### src/rtl/regfile_renamed_pkg.sv
// ---------------------------------------------------------------------------
// regfile_renamed_pkg
//   Shared defaults and types for the renamed architectural register file.
//   Holds the default widths used by regfile_renamed and regfile_read_port.
//   reg_entry_t bundles the state kept for one architectural register at the
//   default widths: committed value, busy bit and producer ROB tag.
// ---------------------------------------------------------------------------
package regfile_renamed_pkg;

  localparam int XLEN_DEF         = 32;
  localparam int NUM_REGS_DEF     = 32;
  localparam int REG_ID_W_DEF     = 5;
  localparam int TAG_W_DEF        = 4;
  localparam int NUM_RD_PORTS_DEF = 2;

  typedef struct packed {
    logic [XLEN_DEF-1:0]  val;
    logic                 busy;
    logic [TAG_W_DEF-1:0] tag;
  } reg_entry_t;

endpackage

### src/rtl/regfile_read_port.sv
// ---------------------------------------------------------------------------
// regfile_read_port
//   One combinational read channel of the renamed register file.
//   Masks index 0 to value 0 / not busy / tag 0. When the macro
//   REGFILE_COMMIT_BYPASS_EN is defined, a commit that would retire the
//   register's current producer is forwarded into the read in the same cycle.
//
//   Ports:
//     reg_id        read index
//     state_val     registered value of reg_id
//     state_busy    registered busy bit of reg_id
//     state_tag     registered producer tag of reg_id
//     commit_*      commit bus (present only with REGFILE_COMMIT_BYPASS_EN)
//     rd_val        value returned to the reader
//     rd_busy       register awaits an in-flight producer
//     rd_tag        producer ROB tag, meaningful only when rd_busy
// ---------------------------------------------------------------------------
module regfile_read_port
  import regfile_renamed_pkg::*;
#(
  parameter int XLEN     = XLEN_DEF,
  parameter int REG_ID_W = REG_ID_W_DEF,
  parameter int TAG_W    = TAG_W_DEF
) (
  input  logic [REG_ID_W-1:0] reg_id,
  input  logic [XLEN-1:0]     state_val,
  input  logic                state_busy,
  input  logic [TAG_W-1:0]    state_tag,
`ifdef REGFILE_COMMIT_BYPASS_EN
  input  logic                commit_valid,
  input  logic [REG_ID_W-1:0] commit_rd,
  input  logic [TAG_W-1:0]    commit_tag,
  input  logic [XLEN-1:0]     commit_val,
`endif
  output logic [XLEN-1:0]     rd_val,
  output logic                rd_busy,
  output logic [TAG_W-1:0]    rd_tag
);

  always_comb begin
    rd_val  = '0;
    rd_busy = 1'b0;
    rd_tag  = '0;
    if (reg_id != '0) begin
      rd_val  = state_val;
      rd_busy = state_busy;
      rd_tag  = state_tag;
`ifdef REGFILE_COMMIT_BYPASS_EN
      // Forward only when the commit retires the producer the register is
      // waiting on; a stale-tag commit must not mask a younger producer.
      if (commit_valid && (commit_rd == reg_id) && state_busy &&
          (state_tag == commit_tag)) begin
        rd_val  = commit_val;
        rd_busy = 1'b0;
        rd_tag  = '0;
      end
`endif
    end
  end

endmodule

### src/rtl/regfile_renamed.sv
// ---------------------------------------------------------------------------
// regfile_renamed
//   Architectural register file with rename state for the out-of-order core.
//   Each register holds a committed value, a busy bit and the ROB tag of its
//   youngest in-flight producer. One rename (issue) write and one commit write
//   per cycle; flush clears all rename state. Register 0 is hardwired zero.
//   Optional macro REGFILE_COMMIT_BYPASS_EN enables same-cycle commit
//   forwarding on every read channel.
//
//   Ports:
//     clk_in         system clock, rising edge
//     rst_in         synchronous active-high reset, clears all state
//     rdy_in         global ready; low freezes all state
//     flush_pipline  clears busy bits and tags, drops same-cycle issue
//     rd_reg_id      read indices, channel k in slice k
//     rd_val/rd_busy/rd_tag  per-channel read results (combinational)
//     issue_*        rename write: mark issue_rd busy with issue_tag
//     commit_*       commit write: value update, conditional busy clear
// ---------------------------------------------------------------------------
module regfile_renamed
  import regfile_renamed_pkg::*;
#(
  parameter int XLEN         = XLEN_DEF,
  parameter int NUM_REGS     = NUM_REGS_DEF,
  parameter int REG_ID_W     = REG_ID_W_DEF,
  parameter int TAG_W        = TAG_W_DEF,
  parameter int NUM_RD_PORTS = NUM_RD_PORTS_DEF
) (
  input  logic                             clk_in,
  input  logic                             rst_in,
  input  logic                             rdy_in,
  input  logic                             flush_pipline,
  input  logic [NUM_RD_PORTS*REG_ID_W-1:0] rd_reg_id,
  output logic [NUM_RD_PORTS*XLEN-1:0]     rd_val,
  output logic [NUM_RD_PORTS-1:0]          rd_busy,
  output logic [NUM_RD_PORTS*TAG_W-1:0]    rd_tag,
  input  logic                             issue_valid,
  input  logic [REG_ID_W-1:0]              issue_rd,
  input  logic [TAG_W-1:0]                 issue_tag,
  input  logic                             commit_valid,
  input  logic [REG_ID_W-1:0]              commit_rd,
  input  logic [TAG_W-1:0]                 commit_tag,
  input  logic [XLEN-1:0]                  commit_val
);

  logic [XLEN-1:0]     reg_val  [NUM_REGS];
  logic [NUM_REGS-1:0] reg_busy;
  logic [TAG_W-1:0]    reg_tag  [NUM_REGS];

  logic commit_en;
  logic commit_retires;
  logic issue_en;

  assign commit_en      = commit_valid && (commit_rd != '0);
  // The busy bit only drops if the committing entry is still the register's
  // current producer; otherwise a younger rename owns it.
  assign commit_retires = commit_en && reg_busy[commit_rd] &&
                          (reg_tag[commit_rd] == commit_tag);
  assign issue_en       = issue_valid && (issue_rd != '0) && !flush_pipline;

  // State update: issue is applied after commit so it wins on a same-register
  // collision; flush overrides both rename updates but not the value write.
  always_ff @(posedge clk_in) begin
    if (rst_in) begin
      for (int i = 0; i < NUM_REGS; i++) begin
        reg_val[i] <= '0;
        reg_tag[i] <= '0;
      end
      reg_busy <= '0;
    end else if (rdy_in) begin
      if (commit_en) begin
        reg_val[commit_rd] <= commit_val;
      end
      if (flush_pipline) begin
        for (int i = 0; i < NUM_REGS; i++) begin
          reg_tag[i] <= '0;
        end
        reg_busy <= '0;
      end else begin
        if (commit_retires) begin
          reg_busy[commit_rd] <= 1'b0;
        end
        if (issue_en) begin
          reg_busy[issue_rd] <= 1'b1;
          reg_tag[issue_rd]  <= issue_tag;
        end
      end
    end
  end

  // Read channels
  for (genvar k = 0; k < NUM_RD_PORTS; k++) begin : g_rd
    logic [REG_ID_W-1:0] idx;
    assign idx = rd_reg_id[k*REG_ID_W +: REG_ID_W];

    regfile_read_port #(
      .XLEN     (XLEN),
      .REG_ID_W (REG_ID_W),
      .TAG_W    (TAG_W)
    ) u_port (
      .reg_id       (idx),
      .state_val    (reg_val[idx]),
      .state_busy   (reg_busy[idx]),
      .state_tag    (reg_tag[idx]),
`ifdef REGFILE_COMMIT_BYPASS_EN
      .commit_valid (commit_valid),
      .commit_rd    (commit_rd),
      .commit_tag   (commit_tag),
      .commit_val   (commit_val),
`endif
      .rd_val       (rd_val[k*XLEN +: XLEN]),
      .rd_busy      (rd_busy[k]),
      .rd_tag       (rd_tag[k*TAG_W +: TAG_W])
    );
  end

endmodule

### config.mk
export PLATFORM = sky130hd
export DESIGN_NAME = regfile_renamed
export DESIGN_NICKNAME = d
export VERILOG_FILES = /design/src/rtl/regfile_renamed_pkg.sv /design/src/rtl/regfile_read_port.sv /design/src/rtl/regfile_renamed.sv
export SDC_FILE = /design/constraint.sdc
export NUM_CORES = 2
export LEC_CHECK = 0
export CORE_ASPECT_RATIO = 1.2
export CORE_MARGIN = 3
export CORE_UTILIZATION = 50
export DETAILED_ROUTE_END_ITERATION = 16
export DONT_BUFFER_PORTS = 1
export HOLD_SLACK_MARGIN = 0.1
export SLEW_MARGIN = 20
export SYNTH_ARGS = -nofsm -noshare
export SYNTH_HDL_FRONTEND = slang
export SYNTH_HIERARCHICAL = 1
export SYNTH_SLANG_ARGS = --single-unit
export TNS_END_PERCENT = 1
### constraint.sdc
create_clock -name clk_in -period 4.8 [get_ports clk_in]
set_clock_uncertainty 0.2 [all_clocks]
set_input_delay 0.48 -clock clk_in [delete_from_list [all_inputs] [get_ports clk_in]]
set_output_delay 0.48 -clock clk_in [all_outputs]
set_load 0.02 [all_outputs]
==> qor.csv <==
metric,value,unit
status,finished with violations,
failing checks,max-slew violations,
"FFs w/ async S/R, synth",0,
Rel. slew slack,-0.147,
RSZ-0062 raised after global routing,no,
Worst-path clk slew,0.06,ns
Vias,38800,
R2R cell count,9,
syn_area_per_cell,15.9,µm²
initial core utilization,0.505,
hold slack,0.158,ns
leakage,24.0,nW
crit-path max FO,297,
final cycle utilization of the critical path,0.863,
DRT Pass-1 Iters,6,
Die Area,0.134,mm²
Netlist cell types,48,
CP Launch Type,input pin,
DRT iter0 DRCs,5009,
Core ar.,0.129,mm²
Clock Path Buffers,3,
sequential-to-total area share from yosys stat,0.542,
critical path class,input pin to primary output,
Final Power,24.8,mW
number of global-route vias before repair,39300,
first-pass GRT wire length,302000,µm
row cnt,144,
Final #Nets,4044,
worst path arrival time,3.46,ns
Hold Startpoint,issue_valid,
Hold Path Cell Cnt,4,
CTS sink cnt,1184,
RR Endpoint,reg_busy[28]$_SDFFE_PP0P_,
Place WS,1.36,ns
filler instances,10000,
worst-path cell chain,mux4_2 -> mux4_2 -> mux2_2 -> a21boi_0,
Worst R2R Setup Slack,1.22,ns
Max Cap Viol,0,
Syn Inst Count,4084,
critical path's slowest cell,mux4_2,
PwrDens,347,mW/mm²
worst skew pair latency,0.77,ns
DRT antenna net count,0,
Total Routing Usage GR,0.321,
Crit path required time,4.12,ns
drt drc,0,
RePlAce Congestion,0.880,
Post-synth EDFFs,1152,
IO Port Bufs,0,
CTS tree,built,
total CTS buffers,132,
Die X-Extent,335,µm
worst r2r src,reg_tag[21][1]$_SDFFCE_PN0P_,
final worst slack,0.656,ns
most frequent CP cell,mux4_2,
ys flop type,edfxtp_1,
"Endpoint, Worst Hold",reg_tag[2][1]$_SDFFCE_PN0P_,
Post-CTS Resized,0,
share of cells above drive strength 1,0.289,
grt total ovfl,0,
worst min-delay path class,input pin to register,
Via-to-Cell Ratio,6.72,
Finished Core Util,0.556,
largest net degree at the start of global routing,298,
final-report setup violation count,0,
"Hold Vio Cnt, Final",0,
antenna violations before repair,27,
VDD IR-drop max,0.325,mV
Max Clk Rate,241,MHz
peak per-stage delay on the critical path,1.06,ns
"Cell Area, Synth",0.0650,mm²
Seq cells post-synth,1184,
Synthesis Warnings,6,
setup bufs post-CTS,0,
clock root buffer,clkbuf_16,
wire per inst,37.0,µm
H-tree depth,4,
final wirelength,214000,µm
Slew Limit Fails,78,
setup TNS,0,ns
Top Ports,140,
synth-to-layout area growth,10.1,%
Period minus WS final,4.14,ns
Worst Tran Pin Value,1.72,ns
CP Capture Type,primary output,
Die Span Y,401,µm
Post-DP HPWL,121000,µm
[flip-flops by register name (all words and copies together) (netlist names)]
| register | flops |
|---|---|
| reg_val | 1024 |
| reg_tag | 128 |
| reg_busy | 32 |
[worst max-delay path by stage]
stage | end | from | slack [ns] | cells after the start
floorplan | rd_tag[4] | rd_reg_id[5] | 0.95 | 7
global placement | reg_busy[30]$_SDFFE_PP0P_ | commit_rd[4] | 1.37 | 7
CTS | reg_tag[26][2]$_SDFFCE_PN0P_ | rst_in | 1.07 | 9
global route | reg_tag[26][2]$_SDFFCE_PN0P_ | rst_in | 0.84 | 9
finish | rd_busy[0] | rd_reg_id[0] | 0.66 | 4
detailed placement | reg_busy[2]$_SDFFE_PP0P_ | commit_rd[4] | 1.36 | 7
[where the power goes]
part | switching, mW | leakage (nW) | internal (mW) | total [mW]
Clock | 4.27 | 2.00 | 5.54 | 9.81
Sequential | 0.295 | 11.3 | 11.9 | 12.2
Combinational | 1.41 | 10.7 | 1.42 | 2.83
Total | 5.97 | 24.0 | 18.8 | 24.8
[cell usage in the layout, fill, tap and decap left out, drive strengths merged, types with 4 or more instances in the layout]
master / count
bufinv: 5
dlygate4sd3: 61
nand3b: 6
nor4: 17
nand4b: 4
mux2: 74
o22ai: 40
nand2: 23
mux4: 740
a21boi: 75
a21oi: 52
diode: 9
nor4b: 10
nand3: 7
edfxtp: 1152
and3: 11
and2: 1110
nor2: 99
or4bb: 5
clkinv: 57
or2: 32
conb: 36
or4b: 4
dfxtp: 32
mux2i: 80
inv: 10
clkbuf: 170
o21ai: 48
buf: 97
[kinds of logic after synthesis]
logic type / synth area share
muxes: 0.282
other: 0.0000577
AOI/OAI and AO/OA: 0.0214
buffers and inverters: 0.0267
DFF: 0.542
and+or+nand+nor: 0.128
[cell type report]
type | count | area [µm²] | share of cell area
Multi-Input combinational cell | 2498 | 28400 | 0.397
Timing Repair Buffer | 158 | 1660 | 0.0232
Antenna cell | 9 | 22.5 | 0.000315
Clock buffer | 170 | 3570 | 0.0500
Tap cell | 1679 | 2100 | 0.0294
Inverter | 4 | 15.0 | 0.000210
Clock inverter | 70 | 515 | 0.00721
Sequential cell | 1184 | 35200 | 0.493
[cell usage after synthesis, types with 10 or more instances]
master       n  area share
mux2i_1     80       0.012
a21oi_1     44      0.0034
a21boi_1    54      0.0062
buf_1       65      0.0038
edfxtp_1  1152        0.53
nor4b_1     10      0.0013
mux2_2      74       0.013
buf_2       14      0.0011
and3_1      11      0.0011
and2_1    1110        0.11
nor4_1      13      0.0013
or2_2       32      0.0031
mux4_2     740        0.26
a21boi_0    15      0.0017
o22ai_1     40      0.0039
nand2_1     23      0.0013
nor2_1      99      0.0057
o21ai_0     39      0.0030
clkbuf_1   342       0.020
dfxtp_1     32      0.0099
[repair_timing]
action / CTS / global route
endpoints found under the hold margin: 1262 / 0
hold buffers: 77 / 0
endpoints found under the setup margin: 0 / 0
[critical path: cells and delay by family]
family | cells | cell delay, ns
AO/OA/AOI/OAI | 1 | 0.25
multiplexers | 3 | 1.94
[per-layer routing]
metal,track usage,up-vias,wire length [µm]
met3,0.0608,342,17800
met1,0.431,20800,81300
li1,-,15700,-
met5,0,-,13
met4,0.108,2,7450
met2,0.530,1976,107000
[per-stage QoR]
stage / cells / area, µm²
2_1_floorplan: 4119 / 65100
3_3_place_gp: 5445 / 66600
3_5_place_dp: 5446 / 66600
4_1_cts: 5763 / 71500
5_1_grt: 5766 / 71500
6_report: 5772 / 71500
(Power assumes the default switching activity.)
